--- config.mk ---
export PLATFORM = sky130hd
export DESIGN_NAME = alu16_pipe
export DESIGN_NICKNAME = d
export VERILOG_FILES = /design/src/rtl/hack_alu_pkg.sv /design/src/rtl/alu_cond16.sv /design/src/rtl/alu16_pipe.sv
export SDC_FILE = /design/constraint.sdc
export NUM_CORES = 1
export LEC_CHECK = 0
export ABC_AREA = 1
export CAP_MARGIN = 20
export CORE_UTILIZATION = 49
export DETAILED_ROUTE_END_ITERATION = 6
export MAX_ROUTING_LAYER = met4
export PLACE_DENSITY = 0.77
export RECOVER_POWER = 50
export SYNTH_ARGS = -nofsm -noshare
export SYNTH_HDL_FRONTEND = slang
export SYNTH_SLANG_ARGS = --single-unit
--- constraint.sdc ---
create_clock -name clk -period 1.9 [get_ports clk]
set_input_delay 0.285 -clock clk [delete_from_list [all_inputs] [get_ports clk]]
set_output_delay 0.285 -clock clk [all_outputs]
set_load 0.02 [all_outputs]
--- src/rtl/hack_alu_pkg.sv ---
// Shared control encoding for the pipelined Hack ALU.
// The control word is {zx,nx,zy,ny,f,no}, with zx in bit 5 and no in bit 0.
package hack_alu_pkg;

   localparam int unsigned CTRL_W = 6;

   localparam int unsigned ZX = 5;
   localparam int unsigned NX = 4;
   localparam int unsigned ZY = 3;
   localparam int unsigned NY = 2;
   localparam int unsigned F  = 1;
   localparam int unsigned NO = 0;

   // Field order follows the bit indices above, so a cast from the raw bus is direct.
   typedef struct packed {
      logic zx;
      logic nx;
      logic zy;
      logic ny;
      logic f;
      logic no;
   } alu_ctrl_t;

endpackage

--- src/rtl/alu_cond16.sv ---
// Operand conditioning for one Hack ALU input.
// The operand is optionally zeroed, then optionally bitwise-inverted.
module alu_cond16 #(
   parameter int unsigned W = 16
) (
   input  logic [W-1:0] a,
   input  logic         zero,
   input  logic         neg,
   output logic [W-1:0] res
);

   logic [W-1:0] zeroed;

   always_comb begin
      zeroed = zero ? '0 : a;
      res    = neg ? ~zeroed : zeroed;
   end

endmodule

--- src/rtl/alu16_pipe.sv ---
// Two-stage Hack ALU with valid/ready on both sides and full backpressure.
// Stage 1 holds the conditioned operands; stage 2 holds the result and its flags.
module alu16_pipe
   import hack_alu_pkg::*;
#(
   parameter int unsigned W = 16
) (
   input  logic              clk,
   input  logic              rst,
   input  logic              in_valid,
   output logic              in_ready,
   input  logic [W-1:0]      in_x,
   input  logic [W-1:0]      in_y,
   input  logic [CTRL_W-1:0] in_ctrl,
   output logic              out_valid,
   input  logic              out_ready,
   output logic [W-1:0]      out_data,
   output logic              out_zr,
   output logic              out_ng
);

   alu_ctrl_t    ctrl;
   logic [W-1:0] cond_x;
   logic [W-1:0] cond_y;

   logic         s1_valid;
   logic [W-1:0] s1_x;
   logic [W-1:0] s1_y;
   logic         s1_f;
   logic         s1_no;

   logic         adv2;
   logic         acc;
   logic [W-1:0] r;

   assign ctrl = alu_ctrl_t'(in_ctrl);

   alu_cond16 #(.W(W)) u_cond_x (
      .a    (in_x),
      .zero (ctrl.zx),
      .neg  (ctrl.nx),
      .res  (cond_x)
   );

   alu_cond16 #(.W(W)) u_cond_y (
      .a    (in_y),
      .zero (ctrl.zy),
      .neg  (ctrl.ny),
      .res  (cond_y)
   );

   // Handshake and stage-2 function; in_ready never looks at in_valid.
   always_comb begin
      adv2     = s1_valid && (!out_valid || out_ready);
      in_ready = !s1_valid || adv2;
      acc      = in_valid && in_ready;
      r        = s1_f ? (s1_x + s1_y) : (s1_x & s1_y);
      if (s1_no) begin
         r = ~r;
      end
   end

   // Output beat is only replaced when stage 1 advances, so it holds while stalled.
   always_ff @(posedge clk) begin
      if (rst) begin
         s1_valid  <= 1'b0;
         s1_x      <= '0;
         s1_y      <= '0;
         s1_f      <= 1'b0;
         s1_no     <= 1'b0;
         out_valid <= 1'b0;
         out_data  <= '0;
         out_zr    <= 1'b0;
         out_ng    <= 1'b0;
      end else begin
         if (acc) begin
            s1_x  <= cond_x;
            s1_y  <= cond_y;
            s1_f  <= ctrl.f;
            s1_no <= ctrl.no;
         end
         s1_valid <= acc || (s1_valid && !adv2);
         if (adv2) begin
            out_valid <= 1'b1;
            out_data  <= r;
            out_zr    <= (r == '0);
            out_ng    <= r[W-1];
         end else if (out_ready) begin
            out_valid <= 1'b0;
         end
      end
   end

endmodule

==> results of run 1 <==
[kinds of logic (layout without fill, tap and decap cells)]
| family | Yosys count | in the layout |
|---|---|---|
| XOR/XNOR | 36 | 36 |
| flip-flops | 53 | 53 |
| AO/OA/AOI/OAI | 102 | 102 |
| adder cells (fa/ha/maj) | 17 | 17 |
| AND/OR/NAND/NOR | 282 | 282 |
| buffers and inverters | 93 | 176 |
[cell type report]
type | count | share of cell area
clock buffers | 6 | 0.01574
clock inverters | 1 | 0.001431
inverters | 66 | 0.04722
multi-input cells | 437 | 0.5221
flip-flops and latches | 53 | 0.2089
well taps | 99 | 0.02361
repair buffers | 103 | 0.1810
[state kept, by name (all words and copies together), names as in the netlist]
register / flops
s1_no: 1
out_valid: 1
out_data: 16
s1_x: 16
s1_f: 1
s1_y: 16
out_zr: 1
s1_valid: 1
[final timing paths]
| path | cells after the start | end | slack [ns] | startpoint |
|---|---|---|---|---|
| worst max-delay path | 15 | out_zr$_SDFFE_PP0P_ | -0.21 | s1_x[0]$_SDFFE_PP0P_ |
| worst min-delay path | 2 | out_zr$_SDFFE_PP0P_ | 0.50 | out_zr$_SDFFE_PP0P_ |
| worst max register to register | 15 | out_zr$_SDFFE_PP0P_ | -0.21 | s1_x[0]$_SDFFE_PP0P_ |
| worst min register to register | 2 | out_zr$_SDFFE_PP0P_ | 0.50 | out_zr$_SDFFE_PP0P_ |
[cell usage in the layout (no fill, tap or decap), types with 18 or more instances in the layout]
master and n:
inv_1 60, dfxtp_1 27, o21ai_0 39, buf_4 37
nand2_2 32, xor2_1 35, clkdlybuf4s50_1 44, nand3_1 47
nand2_1 142, nor2_1 18, a21oi_1 40, dfxtp_2 25
[where the power goes]
group          total, mW  internal (mW)  switching, mW
sequential          1.28           1.21         0.0768
combinational       1.18          0.560          0.620
clock              0.665          0.289          0.376
[metrics by stage]
stage	hold WS [ns]	setup TNS, ns	area, um^2	cells
after global routing	0.5046	-6.074	5246	765
after CTS	0.4989	-0.1691	4923	762
final	0.4953	-0.4944	5246	765
after detailed placement	0.4832	-0.4459	4634	755
after global placement	0.4683	-0.1971	4634	755
after floorplan	0.4190	0	3701	583
[metal layers]
metal  vias to the layer above  GRT usage  share of wire  routed length [um]
met5                         -          -              0                   0
met2                        98     0.4573           0.50                4815
met4                         0    0.06452          0.017                 162
li1                       2041          -              -                   -
met1                      1740     0.3202           0.44                4263
met3                        16    0.02705          0.042                 408
[worst max-delay path, cell delays in order (launching register included)]
cell and delay, ns:
dfxtp_2 0.35, ha_4 0.16, fa_2 0.39, nand2_2 0.10, nand2_2 0.08, nand3_4 0.09, nand2_4 0.07, nand2_2 0.08
nand3_1 0.09, nand3_1 0.09, nand3_1 0.06, nand2_1 0.09, nand2_1 0.06, nor2_2 0.11, nand3_1 0.09, a21oi_2 0.12
[repair_timing]
action	4_1_cts	5_1_grt
buffers inserted	0	3
gates resized for setup	32	98
pin swaps	6	32
endpoints found under the setup margin	13	13
==> summary.md, run 1 <==
| Metric | Value |
|---|---|
| Core ar. | around 7300 um^2 |
| WP data required | 2.15 ns |
| PwrDens | 596.5 nW/um^2 |
| Main synth FF type | dfxtp_1 |
| Footprint of the multi-input gates | 2739 um^2 |
| # nets final | ~730 |
| EDFF count, synth | 0 |
| Initial Util | 0.5096 |
| Period minus WS final | 2.109 ns |
| TritonRoute pass-1 iters | 5 |
| Area grow syn2layout | 41.94% |
| Slew @ Worst Pin | about 0.55 ns |
| Clock Latency Late Sink | about 0.31 ns |
| Clock sinks | between 50 and 60 |
| Top cell type by total area after synthesis | dfxtp_1 |
| Largest family of logic cells by synthesized area | simple AND/OR/NAND/NOR gates |
| Synth cell count leaders | 177 x nand2_1, 63 x inv_1, 62 x nand3_1 |
| Synth Area in Compound Gates | 0.1493 |
| Leak | around 2.5 nW |
| Syn nets | between 600 and 700 |
| Final design utilization | 0.7233 |
| Synthesis Warnings | 0 |
| F_max | 474.1 MHz |
| Hold Path Class | reg -> reg |
| N_diodes | 0 |
| # IOs | just over 60 |
| PortBufs | 61 |
| Status | finished with violations |
| RSZ-0062 raised after global routing | yes |
| Grt total ovfl | 0 |
| Crit Path Class | reg -> reg |
| Total CTS buffers | 5 |
| Sequential share of the synthesized area | 0.2871 |
| Synth Instances | 583 |
| Max-slew violations | 0 |
| Wirelength, routed | between 9000 and 10000 um |
| Via count | just under 4000 |
| Vias per cell | around 5.1 |
| Antenna viol nets, final | 0 |
| Max-cap check violation count | 0 |
| Synth top area share | 0.2871 |
| Clk_skew | approximately 0.012 ns |
| Critical path fanouts, max | 3 |
| Flops & latches, synth | between 50 and 60 |
| Die height | just under 90 um |
| DIE AREA | just under 8000 um^2 |
| Failing checks | negative setup slack |
| First-pass GRT wire length | between 15000 and 20000 um |
| Final Worst Setup Slack | -0.2091 ns |
| Cell Area, Synth | about 3700 um^2 |
| Peak VDD IR | about 320 uV |
| Top-count cell post-synth | nand2_1 |
| Synth async-reset ratio | 0 |
| TritonCTS clock tree | built |
| Layout cells sized above 1 | 0.2553 |
| Mean post-synth cell area | between 6 and 7 um^2 |
| Filler instances | 631 |
| GP Congestion | between 0.8 and 0.9 |
| CTS clk-pin slew, worst paths | 0.10 ns |
| Final hold viol count | 0 |
| Cell Rows | 31 |
| Cell variety after synth | 27 |
| Top post-synthesis cells by area | dfxtp_1 29%, nand2_1 18%, nand3_1 8.4% |
| Initial drt markers | about 200 |
| Worst path arrival time | 2.35 ns |
| Post-Synth Adder-Cell Area | 0.05958 |
| Final setup violation count | 6 |
| WL per Instance | about 13 um |
| Die Wd | 88.85 um |
| Mux contribution to synthesized area | 0 |
| # DRC | 0 |
| Depth of the CTS H-tree | 2 |
| Global-route usage over all layers | 0.2612 |
| Initial antenna violation count | 0 |
| Sequential Area | 1096 um^2 |
| Synth Area in Simple Gates | 0.3196 |
| Ratio of final minimum period to clock period | 1.110 |
| HPWL after DPL | 7157 um |
| Number of global-route vias before repair | ~3500 |
| Largest net degree at the start of global routing | 62 |
| Dpl ws | -0.1486 ns |
| Clk buf depth | 2 |
| Synth Area in XOR/XNOR | 0.08531 |
| CP Launch Type | register |
| Hold buffers post-CTS | 0 |
| CTS root buffer | clkbuf_8 |
| Slew HR | 0.6357 |
| Type of element capturing the critical path | register |
| Total Power | between 3 and 4 mW |
Power figures use the tool's default switching activity.
==> run 2, diff against run 1 <==
- ABC_AREA: 1 -> unset
- SETUP_SLACK_MARGIN: unset -> 0.2
==> run 2 against run 1 <==
- the flow still finishes with violations (negative setup slack)
- fmax is 27% lower
- design area is 3.2% higher
- register-to-register slack worse by 0.76 ns
- largest power group unchanged
- via count is 6.3% lower
- first-iteration DRC count is 31% lower
- die area is 0.60% higher
- synthesized area is 0.61% higher
- critical path depth is 4 lower
- clock skew is 0.0036 ns lower
- sequential share of layout area is 1.1 points lower
==> summary.md, run 2 <==
| Metric | Value |
|---|---|
| Register-to-Register Path Depth | 11 (was 15) |
| Filler instances | 546 (was 631) |
| Clock Latency Late Sink | 0.32 ns (was 0.31 ns) |
| Final Worst Setup Slack | -0.9725 ns (was -0.2091 ns) |
| Top cell type by total area after synthesis | dfxtp_1 (unchanged) |
| Crit Path Class | reg -> reg (unchanged) |
| Total CTS buffers | 5 (unchanged) |
| R2R Path Start | s1_y[0]$_SDFFE_PP0P_ (was s1_x[0]$_SDFFE_PP0P_) |
| Comb pwr share | 0.374 (was 0.377) |
| CTS root buffer | clkbuf_8 (unchanged) |
| Failing checks | negative setup slack (unchanged) |
| Syn nets | 511 (was 642) |
| DIE AREA | 7941 um^2 (was 7894 um^2) |
| Via count | 3648 (was 3895) |
| Dpl ws | -0.9187 ns (was -0.1486 ns) |
| Core ar. | 7292 um^2 (was 7253 um^2) |
| Antenna viol nets, final | 0 (unchanged) |
| Period minus WS final | 2.872 ns (was 2.109 ns) |
| Hold Path Class | in -> reg (was reg -> reg) |
| Wirelength, routed | 9579 um (was 9649 um) |
| Clock sinks | 53 (unchanged) |
| Slew HR | 0.6305 (was 0.6357) |
| Max-cap check violation count | 0 (unchanged) |
| Vias per cell | 5.437 (was 5.092) |
| Synth Instances | 452 (was 583) |
| GP Congestion | 0.9717 (was 0.8699) |
| Flops & latches, synth | 53 (unchanged) |
| Cell variety after synth | 62 (was 27) |
| CTS clk-pin slew, worst paths | 0.09 ns (was 0.10 ns) |
| First-pass GRT wire length | 15520 um (was 15760 um) |
| PwrDens | 593.3 nW/um^2 (was 596.5 nW/um^2) |
| Cell Area, Synth | 3719 um^2 (was 3696 um^2) |
| Net Switching | 1.005 mW (was 1.073 mW) |
| Layout cells sized above 1 | 0.2832 (was 0.2553) |
| CP Capture Point | out_zr$_SDFFE_PP0P_ (unchanged) |
| Clk buf depth | 2 (unchanged) |
| Top-count cell post-synth | nor2_1 (was nand2_1) |
| Peak VDD IR | 321.1 uV (was 321.9 uV) |
| HPWL after DPL | 7002 um (was 7157 um) |
| Status | finished with violations (unchanged) |
| CP Launch Type | register (unchanged) |
| Type of element capturing the critical path | register (unchanged) |
| Critical path origin | s1_y[0]$_SDFFE_PP0P_ (was s1_x[0]$_SDFFE_PP0P_) |
| Finished Layout Cells | 671 (was 765) |
| Dpl cells | 656 (was 755) |
| RSZ-0062 raised after global routing | yes (unchanged) |
| Leak | 2.077 nW (was 2.455 nW) |
| Initial drt markers | 139 (was 201) |
| Synth top area share | 0.2853 (was 0.2871) |
| Most frequent cells in the layout | 81 x buf_4, 58 x nor2_1, 58 x clkdlybuf4s50_1, 44 x dfxtp_1, 41 x xnor2_1 (was 142 x nand2_1, 60 x inv_1, 47 x nand3_1, 44 x clkdlybuf4s50_1, 40 x a21oi_1) |
| Initial antenna violation count | 0 (unchanged) |
| # IOs | 62 (unchanged) |
| Footprint of the multi-input gates | 2800 um^2 (was 2739 um^2) |
| Area grow syn2layout | 45.59% (was 41.94%) |
| Power Internal | 2.208 mW (was 2.056 mW) |
| N_diodes | 0 (unchanged) |
| Switching share of total power | 0.3127 (was 0.3429) |
| Die height | 89.12 um (was 88.85 um) |
| CP max stage cell | or4_1 (was fa_2) |
| Top post-synthesis cells by area | dfxtp_1 29%, xnor2_1 9.9%, a211oi_1 7.7% (was dfxtp_1 29%, nand2_1 18%, nand3_1 8.4%) |
| Final setup violation count | 14 (was 6) |
| Sequential Area | 1072 um^2 (was 1096 um^2) |
| WL per Instance | 14.28 um (was 12.61 um) |
| Hold slack | 0.4086 ns (was 0.4953 ns) |
| Slew @ Worst Pin | 0.5542 ns (was 0.5465 ns) |
| Flop pwr share | 0.390 (was 0.410) |
| Depth of the CTS H-tree | 2 (unchanged) |
| PortBufs | 61 (unchanged) |
| Crit-path cells | ha_4 -> fa_2 -> a211o_1 -> a2111oi_4 -> buf_4 -> o21ai_4 -> a311oi_2 -> mux2_2 -> nand3_1 -> or4_1 -> o21ai_1 (was ha_4 -> fa_2 -> nand2_2 -> nand2_2 -> nand3_4 -> nand2_4 -> nand2_2 -> nand3_1 -> nand3_1 -> nand3_1 -> nand2_1 -> nand2_1 -> nor2_2 -> nand3_1 -> a21oi_2) |
| Largest net degree at the start of global routing | 65 (was 62) |
| Ratio of final minimum period to clock period | 1.512 (was 1.110) |
| Slowest stage delay, CP | 0.39 ns (about the same) |
| Die Wd | 89.12 um (was 88.85 um) |
| Worst path arrival time | 3.13 ns (was 2.35 ns) |
| Top flop regs | out_data x16, s1_x x16, s1_y x16 (unchanged) |
| Synth cell count leaders | 58 x nor2_1, 53 x dfxtp_1, 42 x xnor2_1 (was 177 x nand2_1, 63 x inv_1, 62 x nand3_1) |
| CP top delay family | compound AO/OA/AOI/OAI gates (was simple AND/OR/NAND/NOR gates) |
| Synth async-reset ratio | 0 (unchanged) |
| Final hold viol count | 0 (unchanged) |
| # nets final | 631 (was 725) |
| Clk_skew | 0.008026 ns (was 0.01167 ns) |
| EDFF count, synth | 0 (unchanged) |
| TritonCTS clock tree | built (unchanged) |
| Grt total ovfl | 0 (unchanged) |
| Max-slew violations | 0 (unchanged) |
| F_max | 348.1 MHz (was 474.1 MHz) |
| Sequential share of the synthesized area | 0.2853 (was 0.2871) |
| Global-route usage over all layers | 0.2580 (was 0.2612) |
| Synthesis Warnings | 0 (unchanged) |
| Worst Path Buf+Inv | 1 (was 0) |
| # DRC | 0 (unchanged) |
| Clk pwr share | 0.236 (was 0.213) |
| WP data required | 2.16 ns (was 2.15 ns) |
| Initial Util | 0.5100 (was 0.5096) |
| Critical path fanouts, max | 5 (was 3) |
| Commonest non-fill, non-tap cell in the layout | buf_4 (was nand2_1) |
| Cell Rows | 31 (unchanged) |
| Number of global-route vias before repair | 3517 (was 3509) |
| CP Depth | 11 (was 15) |
| Worst R2R End | out_zr$_SDFFE_PP0P_ (unchanged) |
| Mean post-synth cell area | 8.227 um^2 (was 6.340 um^2) |
| Flop2flop setup slack | -0.97 ns (was -0.21 ns) |
| TritonRoute pass-1 iters | 5 (unchanged) |
| Main synth FF type | dfxtp_1 (unchanged) |
## run 2: cell count changes after synthesis, moves of 33 or more
cell,previous run,this run
inv_1,63,6
nor2_1,25,58
a211oi_1,0,38
nor2b_1,0,37
xnor2_1,1,42
nand2_1,177,29
o21ai_0,42,6
nand3_1,62,7
## run 2: final cells by class
type	instances	area share
Multi-Input combinational cell	358	0.5172
Clock buffer	5	0.01271
Inverter	6	0.004160
Sequential cell	53	0.1981
Tap cell	99	0.02288
Clock inverter	2	0.006471
Timing Repair Buffer	148	0.2385
## run 2: metal layers
metal,global-route usage,wire [um]
met1,0.2917,4157
met2,0.4636,4849
met3,0.03878,366
met4,0.08658,206
met5,-,0
## run 2: repair_timing
action,4_1_cts,5_1_grt
hold endpoints to repair,0,0
cloned,0,0
pin swaps,13,11
setup buffers,7,1
setup endpoints to repair,17,17
hold buffers,0,0
gates resized for setup,32,16
## run 2: worst min-delay path by stage
stage | startpoint | cells past startpoint | slack, ns | end
after global placement | out_data[5]$_SDFFE_PP0P_ | 2 | 0.44 | out_data[5]$_SDFFE_PP0P_
after CTS | rst | 5 | 0.42 | out_zr$_SDFFE_PP0P_
final | rst | 5 | 0.41 | out_zr$_SDFFE_PP0P_
after detailed placement | out_data[5]$_SDFFE_PP0P_ | 2 | 0.45 | out_data[5]$_SDFFE_PP0P_
after floorplan | in_ctrl[1] | 2 | 0.42 | s1_f$_SDFFE_PP0P_
after global routing | rst | 5 | 0.45 | out_zr$_SDFFE_PP0P_
## run 2: worst min-delay path, cell delays in order
cell	delay, ns
buf_2	0.09
nor3_1	0.05
nand4b_1	0.10
or4_1	0.11
o21ai_1	0.05
## run 2: power by group through the flow
stage               clock network, mW  registers, mW  logic, mW
CTS                             0.761           1.25       1.15
floorplan                           0           1.28      0.650
finish                          0.758           1.25       1.20
detailed placement                  0           1.27       1.07
global placement                    0           1.27       1.04
global route                    0.812           1.26       1.30
## run 2: through the flow
step,TNS (ns),total power [mW],cell area (um^2),utilization
floorplan,-4.158,1.928,3874,-
global placement,-6.423,2.305,5035,0.6905
detailed placement,-7.265,2.346,5035,0.6905
CTS,-7.270,3.166,5339,0.7322
global route,-9.872,3.374,5414,0.7425
finish,-7.360,3.212,5414,0.7425
## run 2: logic make-up (layout without fill, tap and decap cells)
family                     after synthesis  count (layout)  share of synthesized area
xor gates and xnor gates                48              48                     0.1131
DFF                                     53              53                     0.2853
muxes                                    8               8                    0.02187
and+or+nand+nor                        167             167                     0.2298
adders and majority gates               17              17                    0.05922
AOI/OAI and AO/OA                      118             118                     0.2318
buffers and inverters                   41             161                    0.05888
==> run 3, diff against run 2 <==
--- a/config.mk
+++ b/config.mk
@@ -7,3 +7,3 @@
 export LEC_CHECK = 0
-export CAP_MARGIN = 20
+export CAP_MARGIN = 5
 export CORE_UTILIZATION = 49
--- a/constraint.sdc
+++ b/constraint.sdc
@@ -3,2 +3,2 @@
 set_output_delay 0.285 -clock clk [all_outputs]
-set_load 0.02 [all_outputs]
+set_load 0.05 [all_outputs]
==> run 3 against run 2 <==
- the run still ends with negative setup slack left
- clock power decreased by 1%
- flip-flop and latch count unchanged
- wire length increased by 3.1%
- clock skew decreased by 0.0014 ns
- via count increased by 2.2%
- die area unchanged
- combinational power increased by 5%
- critical path depth unchanged
- setup slack got worse by 0.035 ns
- clock-buffer cell count unchanged
- sequential share of layout area decreased by 0.45 points
- cell count increased by 0.75%
- critical endpoint unchanged
==> summary.md, run 3 (synthesis results as in run 2) <==
| Metric | Value |
|---|---|
| Final setup violation count | 15 (was 14) |
| Peak VDD IR | 317.0 uV (was 321.1 uV) |
| Total CTS buffers | 5 (unchanged) |
| PwrDens | 591.1 nW/um^2 (was 593.3 nW/um^2) |
| Max-cap check violation count | 0 (unchanged) |
| Number of global-route vias before repair | 3449 (was 3517) |
| Dpl ws | -0.9030 ns (was -0.9187 ns) |
| Crit Path Class | reg -> reg (unchanged) |
| Leak | 2.216 nW (was 2.077 nW) |
| Total Power | 3.264 mW (was 3.212 mW) |
| WP data required | 2.15 ns (was 2.16 ns) |
| CP Launch Type | register (unchanged) |
| CTS root buffer | clkbuf_8 (unchanged) |
| TritonRoute pass-1 iters | 5 (unchanged) |
| Ratio of final minimum period to clock period | 1.530 (was 1.512) |
| Wirelength, routed | 9876 um (was 9579 um) |
| Register-to-Register Path Depth | 11 (unchanged) |
| # nets final | 636 (was 631) |
| Grt total ovfl | 0 (unchanged) |
| F_max | 344.0 MHz (was 348.1 MHz) |
| CTS clk-pin slew, worst paths | 0.10 ns (was 0.09 ns) |
| Layout cells sized above 1 | 0.3102 (was 0.2832) |
| Initial Util | 0.5100 (unchanged) |
| Vias per cell | 5.516 (was 5.437) |
| # IOs | 62 (unchanged) |
| DIE AREA | 7941 um^2 (unchanged) |
| Max-slew violations | 0 (unchanged) |
| Hold depth | 5 (unchanged) |
| WL per Instance | 14.61 um (was 14.28 um) |
| Depth of the CTS H-tree | 2 (unchanged) |
| Crit-path cells | ha_4 -> fa_2 -> a211o_1 -> a2111oi_4 -> o21ai_4 -> buf_6 -> a2111oi_4 -> a311oi_2 -> nor4b_1 -> mux2i_1 -> o21ai_1 (was ha_4 -> fa_2 -> a211o_1 -> a2111oi_4 -> buf_4 -> o21ai_4 -> a311oi_2 -> mux2_2 -> nand3_1 -> or4_1 -> o21ai_1) |
| GP Congestion | 0.9684 (was 0.9717) |
| HPWL after DPL | 6838 um (was 7002 um) |
| Filler instances | 525 (was 546) |
| Final design utilization | 0.7572 (was 0.7425) |
| Clock Latency Late Sink | 0.31 ns (was 0.32 ns) |
| Global-route usage over all layers | 0.2583 (was 0.2580) |
| Area grow syn2layout | 48.49% (was 45.59%) |
| Initial drt markers | 298 (was 139) |
| Largest net degree at the start of global routing | 68 (was 65) |
| Most frequent cells in the layout | 83 x buf_4, 56 x nor2_1, 47 x dfxtp_1, 39 x xnor2_1, 39 x clkdlybuf4s50_1 (was 81 x buf_4, 58 x nor2_1, 58 x clkdlybuf4s50_1, 44 x dfxtp_1, 41 x xnor2_1) |
| Core ar. | 7292 um^2 (unchanged) |
| Slowest stage delay, CP | 0.42 ns (was 0.39 ns) |
| TritonCTS clock tree | built (unchanged) |
| Antenna viol nets, final | 0 (unchanged) |
| Hold buffers post-CTS | 0 (unchanged) |
| Top flop regs | out_data x16, s1_x x16, s1_y x16 (unchanged) |
| Clock sinks | 53 (unchanged) |
| Critical path fanouts, max | 3 (was 5) |
| Commonest non-fill, non-tap cell in the layout | buf_4 (unchanged) |
| Type of element capturing the critical path | register (unchanged) |
| Cell Rows | 31 (unchanged) |
| Hold Path Class | in -> reg (unchanged) |
| Failing checks | negative setup slack (unchanged) |
| Status | finished with violations (unchanged) |
| Slew HR | 0.6191 (was 0.6305) |
| Final hold viol count | 0 (unchanged) |
| Slew @ Worst Pin | 0.5713 ns (was 0.5542 ns) |
| Hold slack | 0.4105 ns (was 0.4086 ns) |
| Initial antenna violation count | 0 (unchanged) |
| Die Wd | 89.12 um (unchanged) |
| N_diodes | 0 (unchanged) |
| First-pass GRT wire length | 15590 um (was 15520 um) |
| CP max stage cell | a2111oi_4 (was or4_1) |
| Clk_skew | 0.006602 ns (was 0.008026 ns) |
| Worst path arrival time | 3.16 ns (was 3.13 ns) |
| Period minus WS final | 2.907 ns (was 2.872 ns) |
| Die height | 89.12 um (unchanged) |
| # DRC | 0 (unchanged) |
| Via count | 3729 (was 3648) |
| Final Worst Setup Slack | -1.007 ns (was -0.9725 ns) |
| PortBufs | 61 (unchanged) |
| Crit path top cell by count | a2111oi_4 |
| Clk buf depth | 2 (unchanged) |
| RSZ-0062 raised after global routing | yes (unchanged) |
## run 3: path summary, 6_finish.rpt
kind	start	endpoint	slack [ns]
worst max register to register	s1_x[0]$_SDFFE_PP0P_	out_zr$_SDFFE_PP0P_	-1.01
worst min-delay path	rst	out_zr$_SDFFE_PP0P_	0.41
worst min register to register	out_data[5]$_SDFFE_PP0P_	out_data[5]$_SDFFE_PP0P_	0.45
worst max-delay path	s1_x[0]$_SDFFE_PP0P_	out_zr$_SDFFE_PP0P_	-1.01
## run 3: layer usage
metal | vias up | track usage | part of all wire
met5 | - | - | 0
met4 | 0 | 0.09812 | 0.025
met3 | 28 | 0.04155 | 0.048
met2 | 136 | 0.4483 | 0.51
met1 | 1712 | 0.2988 | 0.42
li1 | 1853 | - | -
## run 3: cell type report
type	count	area, um^2	area share
Multi-Input combinational cell	358	2903	0.5257
Timing Repair Buffer	153	1300	0.2354
Sequential cell	53	1069	0.1935
Tap cell	99	123.9	0.02243
Clock buffer	5	68.82	0.01246
Clock inverter	2	35.03	0.006345
Inverter	6	22.52	0.004079
## run 3: per-stage QoR
| stage | setup TNS (ns) | instance area, um^2 | instances |
|---|---|---|---|
| after global routing | -10.70 | 5522 | 676 |
| after detailed placement | -7.286 | 5021 | 656 |
| after global placement | -6.499 | 5021 | 656 |
| after CTS | -8.379 | 5406 | 673 |
| after floorplan | -4.158 | 3876 | 452 |
| final | -9.179 | 5522 | 676 |
## run 3: worst max-delay path, delay by kind of cell, from the launching register on
family / cells / cell delay [ns]
mux: 1 / 0.12
compound gates: 6 / 1.39
simple gates: 1 / 0.36
flops: 1 / 0.35
fa+ha+maj: 2 / 0.50
buf+inv: 1 / 0.14
## run 3: power by group
| part | internal [mW] | switching, mW | total [mW] | leakage, nW |
|---|---|---|---|---|
| clock network | 0.384 | 0.366 | 0.750 | 0.0540 |
| logic | 0.633 | 0.627 | 1.26 | 1.72 |
| registers | 1.19 | 0.0639 | 1.25 | 0.439 |
| total | 2.21 | 1.06 | 3.26 | 2.22 |
## run 3: timing repair
action / in CTS / in global routing
resized for setup: 62 / 20
endpoints found under the setup margin: 35 / 17
pin swaps: 12 / 14
setup buffers: 10 / 3
